--- src/rtl/bit32_serial_sub_pkg.sv ---
// Shared types and helpers for the digit-serial subtractor (bit32_serial_sub).
package bit32_sub_pkg;

    typedef enum logic [1:0] {
        IDLE = 2'd0,
        RUN  = 2'd1,
        DONE = 2'd2
    } state_t;

    localparam int WIDTH_DEF = 32;
    localparam int DIGIT_DEF = 4;

    // Width of the digit counter; a single-digit configuration still needs one bit.
    function automatic int cnt_width(input int width, input int digit);
        int w;
        w = $clog2(width / digit);
        return (w < 1) ? 1 : w;
    endfunction

endpackage

--- src/rtl/bit32_serial_sub_digit_sub.sv ---
// Combinational DIGIT-bit ripple subtract cell: d = a - b - bi, with borrow out
// and the borrow into the top bit (used for signed overflow detection).
module digit_sub #(
    parameter int DIGIT = 4
) (
    input  logic [DIGIT-1:0] a,
    input  logic [DIGIT-1:0] b,
    input  logic             bi,
    output logic [DIGIT-1:0] d,
    output logic             bo,
    output logic             btop
);

    logic [DIGIT:0] chain;

    always_comb begin
        chain    = '0;
        d        = '0;
        chain[0] = bi;
        for (int i = 0; i < DIGIT; i++) begin
            d[i]         = a[i] ^ b[i] ^ chain[i];
            chain[i + 1] = (~a[i] & b[i]) | (~(a[i] ^ b[i]) & chain[i]);
        end
    end

    assign bo   = chain[DIGIT];
    assign btop = chain[DIGIT-1];

endmodule

--- src/rtl/bit32_serial_sub.sv ---
// Digit-serial subtractor: out = in1 - in2 - bin over WIDTH/DIGIT cycles, LSB first.
// Optional signed-overflow output enabled by defining SERIAL_SUB_OVF_EN.
module bit32_serial_sub
    import bit32_sub_pkg::*;
#(
    parameter int WIDTH = WIDTH_DEF,
    parameter int DIGIT = DIGIT_DEF
) (
    input  logic             clk,
    input  logic             reset,
    input  logic             start,
    input  logic [WIDTH-1:0] in1,
    input  logic [WIDTH-1:0] in2,
    input  logic             bin,
    output logic             busy,
    output logic             done,
    output logic [WIDTH-1:0] out,
    output logic             borrow
`ifdef SERIAL_SUB_OVF_EN
    ,
    output logic             ovf
`endif
);

    // Handshake: start is accepted only in IDLE or DONE and latches the operands on
    // that edge; busy is high for exactly N cycles in RUN; done then pulses for one
    // cycle with out/borrow valid, and they hold until the next accepted start.

    localparam int N  = WIDTH / DIGIT;
    localparam int CW = cnt_width(WIDTH, DIGIT);
    localparam logic [CW-1:0] LAST = CW'(N - 1);

    state_t           state;
    state_t           state_next;
    logic             accept;
    logic             step;
    logic             last;

    logic [WIDTH-1:0] a_q;
    logic [WIDTH-1:0] b_q;
    logic             run_borrow;
    logic [CW-1:0]    cnt;
    logic [WIDTH-1:0] out_q;
    logic             borrow_q;

    logic [DIGIT-1:0] slice_d;
    logic             slice_bo;
    int               offset;

`ifdef SERIAL_SUB_OVF_EN
    logic             top_borrow;
    logic             ovf_q;
`else
    logic             unused_top_borrow;
`endif

    digit_sub #(
        .DIGIT(DIGIT)
    ) u_digit_sub (
        .a   (a_q[DIGIT-1:0]),
        .b   (b_q[DIGIT-1:0]),
        .bi  (run_borrow),
        .d   (slice_d),
        .bo  (slice_bo),
`ifdef SERIAL_SUB_OVF_EN
        .btop(top_borrow)
`else
        .btop(unused_top_borrow)
`endif
    );

    always_ff @(posedge clk) begin
        if (reset) begin
            state <= IDLE;
        end else begin
            state <= state_next;
        end
    end

    always_comb begin
        state_next = state;
        accept     = 1'b0;
        step       = 1'b0;
        last       = 1'b0;
        case (state)
            IDLE: begin
                if (start) begin
                    accept     = 1'b1;
                    state_next = RUN;
                end
            end
            RUN: begin
                step = 1'b1;
                if (cnt == LAST) begin
                    last       = 1'b1;
                    state_next = DONE;
                end
            end
            DONE: begin
                // Back-to-back: a start here is taken while done still pulses.
                if (start) begin
                    accept     = 1'b1;
                    state_next = RUN;
                end else begin
                    state_next = IDLE;
                end
            end
            default: state_next = IDLE;
        endcase
    end

    assign offset = int'(cnt) * DIGIT;

    always_ff @(posedge clk) begin
        if (reset) begin
            a_q        <= '0;
            b_q        <= '0;
            run_borrow <= 1'b0;
            cnt        <= '0;
            out_q      <= '0;
            borrow_q   <= 1'b0;
`ifdef SERIAL_SUB_OVF_EN
            ovf_q      <= 1'b0;
`endif
        end else if (accept) begin
            a_q        <= in1;
            b_q        <= in2;
            run_borrow <= bin;
            cnt        <= '0;
            out_q      <= '0;
            borrow_q   <= 1'b0;
`ifdef SERIAL_SUB_OVF_EN
            ovf_q      <= 1'b0;
`endif
        end else if (step) begin
            // Operands shift down so the cell always sees the current slice at bit 0.
            a_q                     <= a_q >> DIGIT;
            b_q                     <= b_q >> DIGIT;
            out_q[offset +: DIGIT]  <= slice_d;
            run_borrow              <= slice_bo;
            if (last) begin
                cnt      <= '0;
                borrow_q <= slice_bo;
`ifdef SERIAL_SUB_OVF_EN
                ovf_q    <= top_borrow ^ slice_bo;
`endif
            end else begin
                cnt <= cnt + 1'b1;
            end
        end
    end

    assign busy   = (state == RUN);
    assign done   = (state == DONE);
    assign out    = out_q;
    assign borrow = borrow_q;
`ifdef SERIAL_SUB_OVF_EN
    assign ovf    = ovf_q;
`endif

endmodule

--- config.mk ---
export PLATFORM = sky130hd
export DESIGN_NAME = bit32_serial_sub
export DESIGN_NICKNAME = d
export VERILOG_FILES = /design/src/rtl/bit32_serial_sub_pkg.sv /design/src/rtl/bit32_serial_sub_digit_sub.sv /design/src/rtl/bit32_serial_sub.sv
export SDC_FILE = /design/constraint.sdc
export NUM_CORES = 1
export LEC_CHECK = 0
export CAP_MARGIN = 20
export CORE_UTILIZATION = 45
export CTS_CLUSTER_DIAMETER = 50
export DETAILED_ROUTE_END_ITERATION = 12
export PLACE_DENSITY = 0.83
export SYNTH_ARGS = -nofsm -noshare
export SYNTH_HDL_FRONTEND = slang
export SYNTH_SLANG_ARGS = --single-unit
--- constraint.sdc ---
create_clock -name clk -period 2.6 [get_ports clk]
set_clock_uncertainty 0.2 [all_clocks]
set_input_delay 0.52 -clock clk [delete_from_list [all_inputs] [get_ports clk]]
set_output_delay 0.52 -clock clk [all_outputs]
set_load 0.005 [all_outputs]
==> results.json <==
{
  "wl_per_cell_um": 14.7,
  "synth_top_area_cell": "dfxtp_1",
  "synth_top_area_share_pct": 46.6,
  "r2r_start": "a_q[0]",
  "synth_cells": 515,
  "fin_crit_ps": 2660,
  "fp.dieH_um": 101,
  "synthesis.nets": 591,
  "yosysUniqueCellTypes": 33,
  "rows": 35,
  "slew_viol_final": 0,
  "ff_latch_area_um2": 2060,
  "rsz0062_at_grt": "yes",
  "clk_pin_slew_ps": 100,
  "hold_depth": 2,
  "synthTopCellsByArea": "dfxtp_1 (47%), nand2_1 (7.9%), mux2i_1 (7.2%)",
  "max-vdd-ir-drop_mv": 0.288,
  "yosysSeqAreaShare_pct": 46.6,
  "cts-root-buf": "clkbuf_8",
  "core_area_um2": 9370,
  "netlist_area_um2": 4420,
  "chipWidth_um": 101,
  "yosys-top-cells-count": "dfxtp_1 (103), nand2_1 (93), nand3_1 (60), a31oi_1 (40), o21ai_0 (40)",
  "ant_nets": 0,
  "holdPathEnd": "a_q[23]",
  "multi_input_area_um2": 2110,
  "cts_hold_buf": 0,
  "h-tree-depth": 3,
  "grt_util_met1_pct": 28.0,
  "grtUsageMet2_pct": 35.8,
  "place_congestion": 0.811,
  "antenna_found_initial": 0,
  "fmax_mhz": 376,
  "relSlewSlack_pct": 52.3,
  "dp.cells": 707,
  "dp_hpwl_mm": 7.40,
  "finalNetCount": 665,
  "grt_pass1_vias": 3770,
  "finalHoldViolCount": 0,
  "failed_checks": "negative setup slack",
  "drive_gt1_share_pct": 6.91,
  "clk_latency_ps": 360,
  "cts.sinks": 103,
  "leakagePower_nw": 2.10,
  "start_kind": "flop",
  "critPathKind": "flop to flop",
  "wirelength_mm": 10.6,
  "met3_usage_pct": 3.93,
  "synth-edff-count": 0,
  "drt_iter0_markers": 185,
  "globalRouteTotalUtil_pct": 21.4,
  "vias_per_cell": 5.49,
  "powerDensity_nw_per_um2": 554,
  "worst_pin_slew_ps": 715,
  "fill_cells": 851,
  "yosys_warnings": 0,
  "reg2reg_depth": 9,
  "fin_crit_sh_pct": 102,
  "numCtsBuffers": 9,
  "critPathRequiredTime_ps": 2690,
  "start_util_pct": 47.2,
  "grt_first_pass_wirelength_mm": 17.4,
  "grt_overflow": 0,
  "ios": 103,
  "first_pass_iters": 5,
  "avgSynthCellArea_um2": 8.59,
  "clock_path_buffers": 2,
  "cts_tree": "done",
  "reg2reg_setup_slack_ps": -60,
  "areaGrowthSynthToFinish_pct": 28.5,
  "n_antenna_cell": 0,
  "busiest_layer": "met2",
  "fin_ws_ps": -58.8,
  "post-route-util_pct": 60.6,
  "vias": 3966,
  "r2r_end": "out[23]",
  "port_buffers": 102,
  "post-synth-top-count-cell": "dfxtp_1",
  "arrival_ps": 2750,
  "die_area_um2": 10200,
  "max_cap_viol_count": 0,
  "setup_violations": 6,
  "async_flop_share_pct": 0,
  "layout.cells.non_filler": 722,
  "status": "finished with violations",
  "cp_max_fo": 6,
  "grt_max_degree": 71,
  "drt_drc_violations_left": 0,
  "ys.flop_type": "dfxtp_1",
  "hold_slack_ps": 269,
  "crit_path_end_kind": "flop",
  "worstHoldStart": "a_q[27]",
  "ys_ff_latch": 103,
  "hp-class": "flop to flop"
}
## metal layers
metal | vias to the layer above | share of wire (%) | wire, µm
met2 | 137 | 48 | 5110
li1 | 1957 | - | -
met4 | 0 | 1.3 | 140
met1 | 1855 | 44 | 4690
met5 | - | 0 | 0
met3 | 17 | 6.1 | 650
## layout make-up
cell class	instances	share of cell area (%)
clock buffer	12	2.73
clock inverter	3	0.462
inverter	11	0.727
multi-input combinational	351	37.1
sequential	103	36.3
tap	129	2.84
timing repair buffer	113	19.9
## how the worst max path moves through the flow
| stage | from | to | slack (ps) |
|---|---|---|---|
| finish | a_q[0] | out[23] | -60 |
| floorplan | a_q[0] | out[27] | 20 |
| detailed placement | a_q[0] | out[23] | -120 |
| CTS | a_q[0] | out[23] | -40 |
| global placement | a_q[0] | out[27] | -10 |
| global route | a_q[0] | out[23] | -160 |
## power by group
part           leakage, nW  internal (W)  switching, W
clock               0.0930      0.000403      0.000529
sequential           0.844       0.00167     0.0000527
combinational         1.17      0.000230      0.000266
total                 2.10       0.00230      0.000848
## flip-flops by register name, indices dropped and copies added, names as in the netlist
register	count
b_q	32
a_q	32
cnt	3
borrow	1
out	32
state	2
run_borrow	1
## critical path, stage by stage, from the launching register on
cell,delay [ps]
dfxtp_2,340
inv_2,60
fa_2,190
inv_2,40
fa_2,350
fa_2,340
inv_2,60
fa_1,420
or3_4,420
mux2i_1,160
## placed cells by master, fill, tap and decap left out, types with 4 or more instances in the layout
| master | Yosys | layout |
|---|---|---|
| mux2i_1 | 32 | 32 |
| a22oi_1 | 17 | 17 |
| a31oi_1 | 40 | 40 |
| buf_4 | 2 | 9 |
| clkdlybuf4s50_1 | 0 | 102 |
| nand3_1 | 60 | 60 |
| inv_1 | 9 | 6 |
| clkbuf_8 | 0 | 11 |
| nor2_1 | 4 | 4 |
| o21ai_0 | 40 | 40 |
| dfxtp_1 | 103 | 102 |
| inv_2 | 1 | 5 |
| ha_1 | 4 | 4 |
| nand4_1 | 4 | 4 |
| nand3b_1 | 5 | 5 |
| nand2_1 | 93 | 93 |
| a21oi_1 | 29 | 29 |
## kinds of logic after synthesis
group | synth area share (%)
AND/OR/NAND/NOR | 20.3
AO/OA/AOI/OAI | 16.5
flip-flops | 46.6
buffers and inverters | 6.34
multiplexers | 7.24
adder cells (fa/ha/maj) | 2.94
## metrics by stage
step           TNS [ps]  setup WS [ps]  area (µm²)  total power [W]
2_1_floorplan         0           18.3        4430          0.00205
3_3_place_gp      -72.4          -14.3        5490          0.00222
3_5_place_dp       -545           -117        5490          0.00224
4_1_cts            -113          -39.6        5680          0.00315
5_1_grt            -800           -163        5680          0.00330
6_report           -239          -58.8        5680          0.00315
## what timing repair did
| action | in CTS | in global routing |
|---|---|---|
| gates cloned | 0 | 0 |
| pin swaps | 3 | 0 |
| gates resized for setup | 7 | 0 |
| setup endpoints to repair | 6 | 6 |
| buffers inserted | 0 | 0 |
Note: power is estimated with default switching activity, not from simulation.
